File: config.mk
export PLATFORM = sky130hd
export DESIGN_NAME = univ_shift_reg
export DESIGN_NICKNAME = d
export VERILOG_FILES = /design/src/rtl/univ_shift_reg_pkg.sv /design/src/rtl/univ_shift_reg_next_mux.sv /design/src/rtl/univ_shift_reg.sv
export SDC_FILE = /design/constraint.sdc
export NUM_CORES = 1
export LEC_CHECK = 0
export ABC_AREA = 1
export CAP_MARGIN = 0
export CORE_UTILIZATION = 43
export DETAILED_ROUTE_END_ITERATION = 8
export GPL_TIMING_DRIVEN = 0
export PLACE_DENSITY = 0.9
export SYNTH_ARGS = -nofsm -noshare
export SYNTH_HDL_FRONTEND = slang
export SYNTH_SLANG_ARGS = --single-unit
File: constraint.sdc
create_clock -name clk -period 2.8 [get_ports clk]
set_input_delay 0.7 -clock clk [delete_from_list [all_inputs] [get_ports clk]]
set_output_delay 0.7 -clock clk [all_outputs]
set_load 0.01 [all_outputs]
File: src/rtl/univ_shift_reg_pkg.sv
// Shared mode encodings and sizing helper for the universal shift register.
package univ_shift_reg_pkg;

  localparam logic [2:0] MODE_HOLD = 3'b000;
  localparam logic [2:0] MODE_SHR  = 3'b001;
  localparam logic [2:0] MODE_SHL  = 3'b010;
  localparam logic [2:0] MODE_LOAD = 3'b011;
  localparam logic [2:0] MODE_ROR  = 3'b100;
  localparam logic [2:0] MODE_ROL  = 3'b101;
  localparam logic [2:0] MODE_JOHN = 3'b110;
  localparam logic [2:0] MODE_ASR  = 3'b111;

  // Counter must represent 0..width inclusive.
  function automatic int cnt_w(input int width);
    return $clog2(width + 1);
  endfunction

endpackage

File: src/rtl/univ_shift_reg_next_mux.sv
// Combinational next-state selector: picks the post-edge register value for each mode.
module usr_next_mux
  import univ_shift_reg_pkg::*;
#(
  parameter int WIDTH = 8
) (
  input  logic [WIDTH-1:0] q,
  input  logic [WIDTH-1:0] d,
  input  logic [2:0]       mode,
  input  logic             sin_msb,
  input  logic             sin_lsb,
  output logic [WIDTH-1:0] q_next,
  output logic             is_shift
);

  always_comb begin
    q_next   = q;
    is_shift = 1'b1;
    case (mode)
      MODE_HOLD: is_shift = 1'b0;
      MODE_SHR:  q_next   = {sin_msb, q[WIDTH-1:1]};
      MODE_SHL:  q_next   = {q[WIDTH-2:0], sin_lsb};
      MODE_LOAD: begin
        q_next   = d;
        is_shift = 1'b0;
      end
      MODE_ROR:  q_next   = {q[0], q[WIDTH-1:1]};
      MODE_ROL:  q_next   = {q[WIDTH-2:0], q[WIDTH-1]};
      MODE_JOHN: q_next   = {q[WIDTH-2:0], ~q[WIDTH-1]};
      MODE_ASR:  q_next   = {q[WIDTH-1], q[WIDTH-1:1]};
      default:   is_shift = 1'b0;
    endcase
  end

endmodule

File: src/rtl/univ_shift_reg.sv
// Universal WIDTH-bit register: shift/rotate/load/Johnson modes with a saturating
// shift counter that flags a completed word.
module univ_shift_reg
  import univ_shift_reg_pkg::*;
#(
  parameter int               WIDTH   = 8,
  parameter logic [WIDTH-1:0] RST_VAL = {WIDTH{1'b0}},
  parameter logic [WIDTH-1:0] SET_VAL = {WIDTH{1'b1}}
) (
  input  logic                      clk,
  input  logic                      rst,
  input  logic                      set,
  input  logic                      en,
  input  logic [2:0]                mode,
  input  logic                      sin_msb,
  input  logic                      sin_lsb,
  input  logic [WIDTH-1:0]          d,
  output logic [WIDTH-1:0]          q,
  output logic                      sout_msb,
  output logic                      sout_lsb,
  output logic [cnt_w(WIDTH)-1:0]   shcnt,
  output logic                      word_done
);

  localparam int            CW      = cnt_w(WIDTH);
  localparam logic [CW-1:0] CNT_MAX = CW'(WIDTH);

  logic [WIDTH-1:0] q_next;
  logic             is_shift;
  logic [CW-1:0]    cnt_next;

  usr_next_mux #(.WIDTH(WIDTH)) u_next_mux (
    .q        (q),
    .d        (d),
    .mode     (mode),
    .sin_msb  (sin_msb),
    .sin_lsb  (sin_lsb),
    .q_next   (q_next),
    .is_shift (is_shift)
  );

  // Counter saturates at WIDTH so word_done stays up until a load/set/reset.
  always_comb begin
    cnt_next = shcnt;
    if (mode == MODE_LOAD)
      cnt_next = '0;
    else if (is_shift && (shcnt < CNT_MAX))
      cnt_next = shcnt + CW'(1);
  end

  always_ff @(posedge clk or negedge rst) begin
    if (!rst) begin
      q         <= RST_VAL;
      shcnt     <= '0;
      word_done <= 1'b0;
    end else if (set) begin
      q         <= SET_VAL;
      shcnt     <= '0;
      word_done <= 1'b0;
    end else if (en) begin
      q         <= q_next;
      shcnt     <= cnt_next;
      word_done <= (cnt_next == CNT_MAX);
    end
  end

  assign sout_msb = q[WIDTH-1];
  assign sout_lsb = q[0];

endmodule

==> results of run 1 <==
state kept, by name, summed over array words and instances (netlist names):
register and cells:
q 8, shcnt 4, word_done 1
critical path, cell delays in order, from the launching register on:
cell             delay, ps
dfrtp_1                430
buf_4                  130
clkdlybuf4s50_1        520
layout make-up:
type	count	share of cell area
Inverter	8	0.0248
Tap cell	25	0.0259
Sequential cell	13	0.269
Buffer	4	0.0331
Multi-Input combinational cell	94	0.386
Timing Repair Buffer	29	0.240
Clock buffer	4	0.0217
power breakdown:
part | internal (mW) | switching (mW)
Sequential | 0.199 | 0.0149
Combinational | 0.0699 | 0.0659
Clock | 0.0553 | 0.0644
worst max-delay path by stage:
| stage | from | end | slack (ps) | cells past startpoint |
|---|---|---|---|---|
| after detailed placement | mode[0] | q[5] | 600 | 6 |
| after global placement | mode[0] | q[3] | 640 | 6 |
| after CTS | q[0] | q[0] | 740 | 2 |
| final | q[7] | q[7] | 730 | 2 |
| after floorplan | mode[1] | word_done | 1190 | 9 |
| after global routing | q[0] | q[0] | 690 | 2 |
cell usage after synthesis:
master / n / area (sq um)
dfrtp_1: 13 / 325
o21ai_1: 1 / 5.00
o21ai_2: 1 / 8.76
ha_1: 1 / 12.5
nand2_2: 3 / 18.8
nand3_2: 1 / 10.0
nand3_1: 14 / 70.1
buf_6: 1 / 11.3
nor2_1: 11 / 41.3
a31oi_1: 1 / 6.26
buf_4: 2 / 15.0
o21ai_0: 5 / 25.0
xnor2_1: 1 / 8.76
clkbuf_8: 1 / 13.8
inv_1: 8 / 30.0
nor2_4: 1 / 11.3
nor3_1: 1 / 5.00
nand2_1: 41 / 154
nor2_2: 1 / 6.26
nand4_1: 5 / 31.3
a41oi_1: 6 / 52.6
cell families after synthesis:
group | after synthesis | share of synthesized area
and+or+nand+nor | 78 | 0.403
AOI/OAI and AO/OA | 14 | 0.113
DFF | 13 | 0.377
buffers and inverters | 12 | 0.0813
xor gates and xnor gates | 1 | 0.0102
adders and majority gates | 1 | 0.0145
through the flow:
| step | cells | util | power [mW] | hold slack [ps] |
|---|---|---|---|---|
| after floorplan | 119 | - | 0.283 | 404 |
| after global placement | 173 | 0.657 | 0.349 | 467 |
| after detailed placement | 173 | 0.657 | 0.352 | 464 |
| after CTS | 177 | 0.672 | 0.470 | 486 |
| after global routing | 177 | 0.672 | 0.493 | 547 |
| final | 177 | 0.672 | 0.469 | 485 |
metal layers:
layer	vias up	GRT usage
met1	451	0.275
met5	-	0
li1	468	-
met3	8	0.0346
met2	44	0.403
met4	0	0.0800
==> metrics.txt, run 1 <==
outcome=completed; Final Hold Viols=0; CP Launch Type=register; Initial Util=0.478; Final Critical Period=2070 ps; DR WL met2=1150 um; design area=0.00121 sq mm; Overflow after GRT=0; first-pass GRT wire length=3480 um; synth unique cells=21; Total Wirelength=2230 um; fraction of layout cells with a size suffix above 1=0.0921; pin slew with the least headroom to its limit=626 ps; Critical Path End Type=primary output; Max H-tree Level=1; Slew HR=0.581; clock tree buffer depth=2; R2R depth=6; FP Rows=15; hold depth=2; Ant. Diodes=0; RSZ-0062 raised after global routing=false; Core Box Area=0.00180 sq mm; Post-CTS Setup Repair Bufs=0; number of global-route vias before repair=878; Critical Path Fanout Max=4; #FFs+latches synth=13; gp weighted congestion=0.871; CP required=2100 ps; DR pass1 iterations=4; # nets final=171; synthesized instance count=119; number of vias per cell=5.49; Buffers on Ports=29; Die Wd=46.8 um; worst reg2reg setup slack=1520 ps; area of the multi-input gates=467 sq um; routed wl met3=130 um; Top Ports=32; most common cell after layout, fill and taps aside=nand2_1; area grow syn2layout=40.3%; worst min path class=register to register; dpl cell area=0.00118 sq mm; VDD IR max=0.000254 V; fmax=484 MHz; dpl ws=598 ps; final worst setup slack=734 ps; Leakage=0.551 nW; hold_sp=word_done; DRT iter0 DRCs=36; YS warnings=0; Worst Hold End=word_done; crit path DAT=1370 ps; commonest cells after routing, fill and taps aside=nand2_1, clkdlybuf4s50_1, nand3_1; power density over the cells=388 mW/mm^2; post-synthesis cell area=862 sq um; Hold-fix buffers, CTS=0; Post-CTS Resized=0; die height=46.8 um; max-slew violations=0; final setup fails=0; fillers=176; syn_nets=137; max-cap viol count=0; CTS tree=built; Setup Skew=8.07 ps; register area=325 sq um; fin crit share=0.738; area of the die=0.00219 sq mm; largest net degree at the start of global routing=14; vias post-DR=971; reg2reg start=shcnt[0]; Worst-path clk slew=90 ps; Clk Tree Root Cell=clkbuf_4; Skew-Pair Late Insertion Delay=280 ps; initial antenna violation count=0; top layer reached by signal wires=met4; # clock sinks=13; Avg Inst Size Synth=7.24 sq um; CTS Buf Count=3; Final ANT Viol Nets=0; critical path class=register to primary output; gr usage total=0.226; setup TNS=0 ps; met1 WL=915 um; post-synthesis sequential area ratio=0.377; worst r2r dst=word_done; DRC Markers=0; drt wl/cell=12.6 um; hpwl dp=1710 um
(Power assumes the default switching activity.)
==> run 2, diff against run 1 <==
--- a/config.mk
+++ b/config.mk
@@ -7,10 +7,10 @@
 export LEC_CHECK = 0
 export ABC_AREA = 1
 export CAP_MARGIN = 0
-export CORE_UTILIZATION = 43
+export CORE_UTILIZATION = 39
 export DETAILED_ROUTE_END_ITERATION = 8
 export GPL_TIMING_DRIVEN = 0
-export PLACE_DENSITY = 0.9
+export PLACE_DENSITY = 0.87
 export SYNTH_ARGS = -nofsm -noshare
 export SYNTH_HDL_FRONTEND = slang
 export SYNTH_SLANG_ARGS = --single-unit
==> constraint.sdc (replaced) <==
create_clock -name clk -period 1.7 [get_ports clk]
set_input_delay 0.425 -clock clk [delete_from_list [all_inputs] [get_ports clk]]
set_output_delay 0.425 -clock clk [all_outputs]
set_load 0.01 [all_outputs]
==> run 2 against run 1 <==
Clock power rose by 63%; sequential power increased by 61%; register-to-register slack got worse by 1200 ps; routed wire length up 12%; global-route usage down 1.1 points; total power is 71% higher; final area grew 8.1%; clock skew down 4.5 ps; critical path depth down 1; non-clock buffer count increased by 11; via count rose by 5.5%; largest cell class unchanged; highest routed layer unchanged.
==> metrics.txt, run 2 (synthesis results as in run 1) <==
outcome=completed; Crit-path slowest cell=clkdlybuf4s50_1; fillers=180; clock tree buffer depth=2; max-slew violations=0; most common cell after layout, fill and taps aside=nand2_1; Slew HR=0.588; CP Launch Type=register; Max H-tree Level=1; Setup Skew=3.52 ps; hpwl dp=1780 um; Clk Tree Root Cell=clkbuf_4; number of vias per cell=5.39; Critical Path End Type=primary output; first-pass GRT wire length=4060 um; Top reg by flops=q; vias post-DR=1024; Total Wirelength=2490 um; gp weighted congestion=0.821; final setup fails=0; # nets final=182; number of buffers and inverters on the critical path=1; Buffers on Ports=29; crit path DAT=1240 ps; gr usage total=0.215; worst stage delay on the critical path=560 ps; fraction of layout cells with a size suffix above 1=0.160; CTS Buf Count=3; Final Critical Period=1660 ps; DRT iter0 DRCs=20; worst reg2reg setup slack=350 ps; Ant. Diodes=0; largest net degree at the start of global routing=14; Leakage=0.607 nW; DR pass1 iterations=4; crit path cell chain=clkdlybuf4s50_1; CP required=1270 ps; top flop regs=q: 8 flops, shcnt: 4 flops, word_done: 1 flops; Initial Util=0.426; setup TNS=0 ps; VDD IR max=0.000373 V; fin crit share=0.978; area of the multi-input gates=479 sq um; Final Hold Viols=0; Final Core Density=0.647; max-cap viol count=0; Worst-path clk slew=90 ps; Top Ports=32; critical path class=register to primary output; area grow syn2layout=51.7%; Core Box Area=0.00202 sq mm; commonest cells after routing, fill and taps aside=nand2_1, clkdlybuf4s50_1, nand3_1; Die Wd=49.0 um; FP Rows=16; pin slew with the least headroom to its limit=616 ps; Critical Path Fanout Max=4; Final ANT Viol Nets=0; area of the die=0.00240 sq mm; Hold-fix buffers, CTS=0; DRC Markers=0; Overflow after GRT=0; design area=0.00131 sq mm; drt wl/cell=13.1 um; initial antenna violation count=0; die height=49.0 um; # clock sinks=13; RSZ-0062 raised after global routing=true; dpl ws=-272 ps; fmax=601 MHz; final worst setup slack=36.7 ps; Largest delay share family, worst path=buffers and inverters; power density over the cells=614 mW/mm^2; dpl cell area=0.00119 sq mm; Largest register FFs=8; CTS tree=built; worst min path class=register to register; number of global-route vias before repair=968; register area=325 sq um; Skew-Pair Late Insertion Delay=270 ps
-- run 2: cell count changes in the layout (fill, tap and decap cells not counted) --
cell,before,now
buf_4,2,13
nor2_2,1,0
dlymetal6s2s_1,0,1
nand2_1,41,40
dlygate4sd2_1,0,2
nand2_4,0,1
clkdlybuf4s50_1,29,26
nor2_4,1,2
-- run 2: report_power, final --
part           leakage [nW]  switching, mW  total (mW)  internal [mW]
logic                 0.447          0.126       0.261          0.135
registers             0.146         0.0171       0.345          0.328
clock network        0.0150          0.105       0.196         0.0908
-- run 2: routing by layer --
layer,wire [um],vias up,track usage
met2,1340,52,0.414
met5,0,-,0
met1,970,479,0.240
met3,174,2,0.0467
met4,7,0,0.0392
li1,-,491,-
-- run 2: worst paths after layout --
kind                       startpoint   endpoint  cells after the start
max                              q[1]       q[1]                      1
min                         word_done  word_done                      2
max reg2reg                  shcnt[0]  word_done                      7
min reg2reg                 word_done  word_done                      2
max in group asynchronous         rst   shcnt[2]                      1
min in group asynchronous         rst   shcnt[0]                      1
-- run 2: layout make-up --
| type | instances | share of cell area |
|---|---|---|
| buffer | 4 | 0.0306 |
| tap | 27 | 0.0258 |
| sequential | 13 | 0.249 |
| timing repair buffer | 40 | 0.285 |
| inverter | 8 | 0.0230 |
| clock buffer | 4 | 0.0201 |
| multi-input combinational | 94 | 0.367 |
-- run 2: what timing repair did --
action	in CTS	in global routing
resized for setup	2	4
setup buffers	5	6
pin swaps	0	0
endpoints found under the setup margin	5	11
-- run 2: metrics by stage --
stage          power, mW  hold slack (ps)  std cells
6_report           0.802              502        190
5_1_grt            0.848              545        190
4_1_cts            0.784              502        184
3_5_place_dp       0.583              480        175
3_3_place_gp       0.574              466        175
2_1_floorplan      0.466              129        119
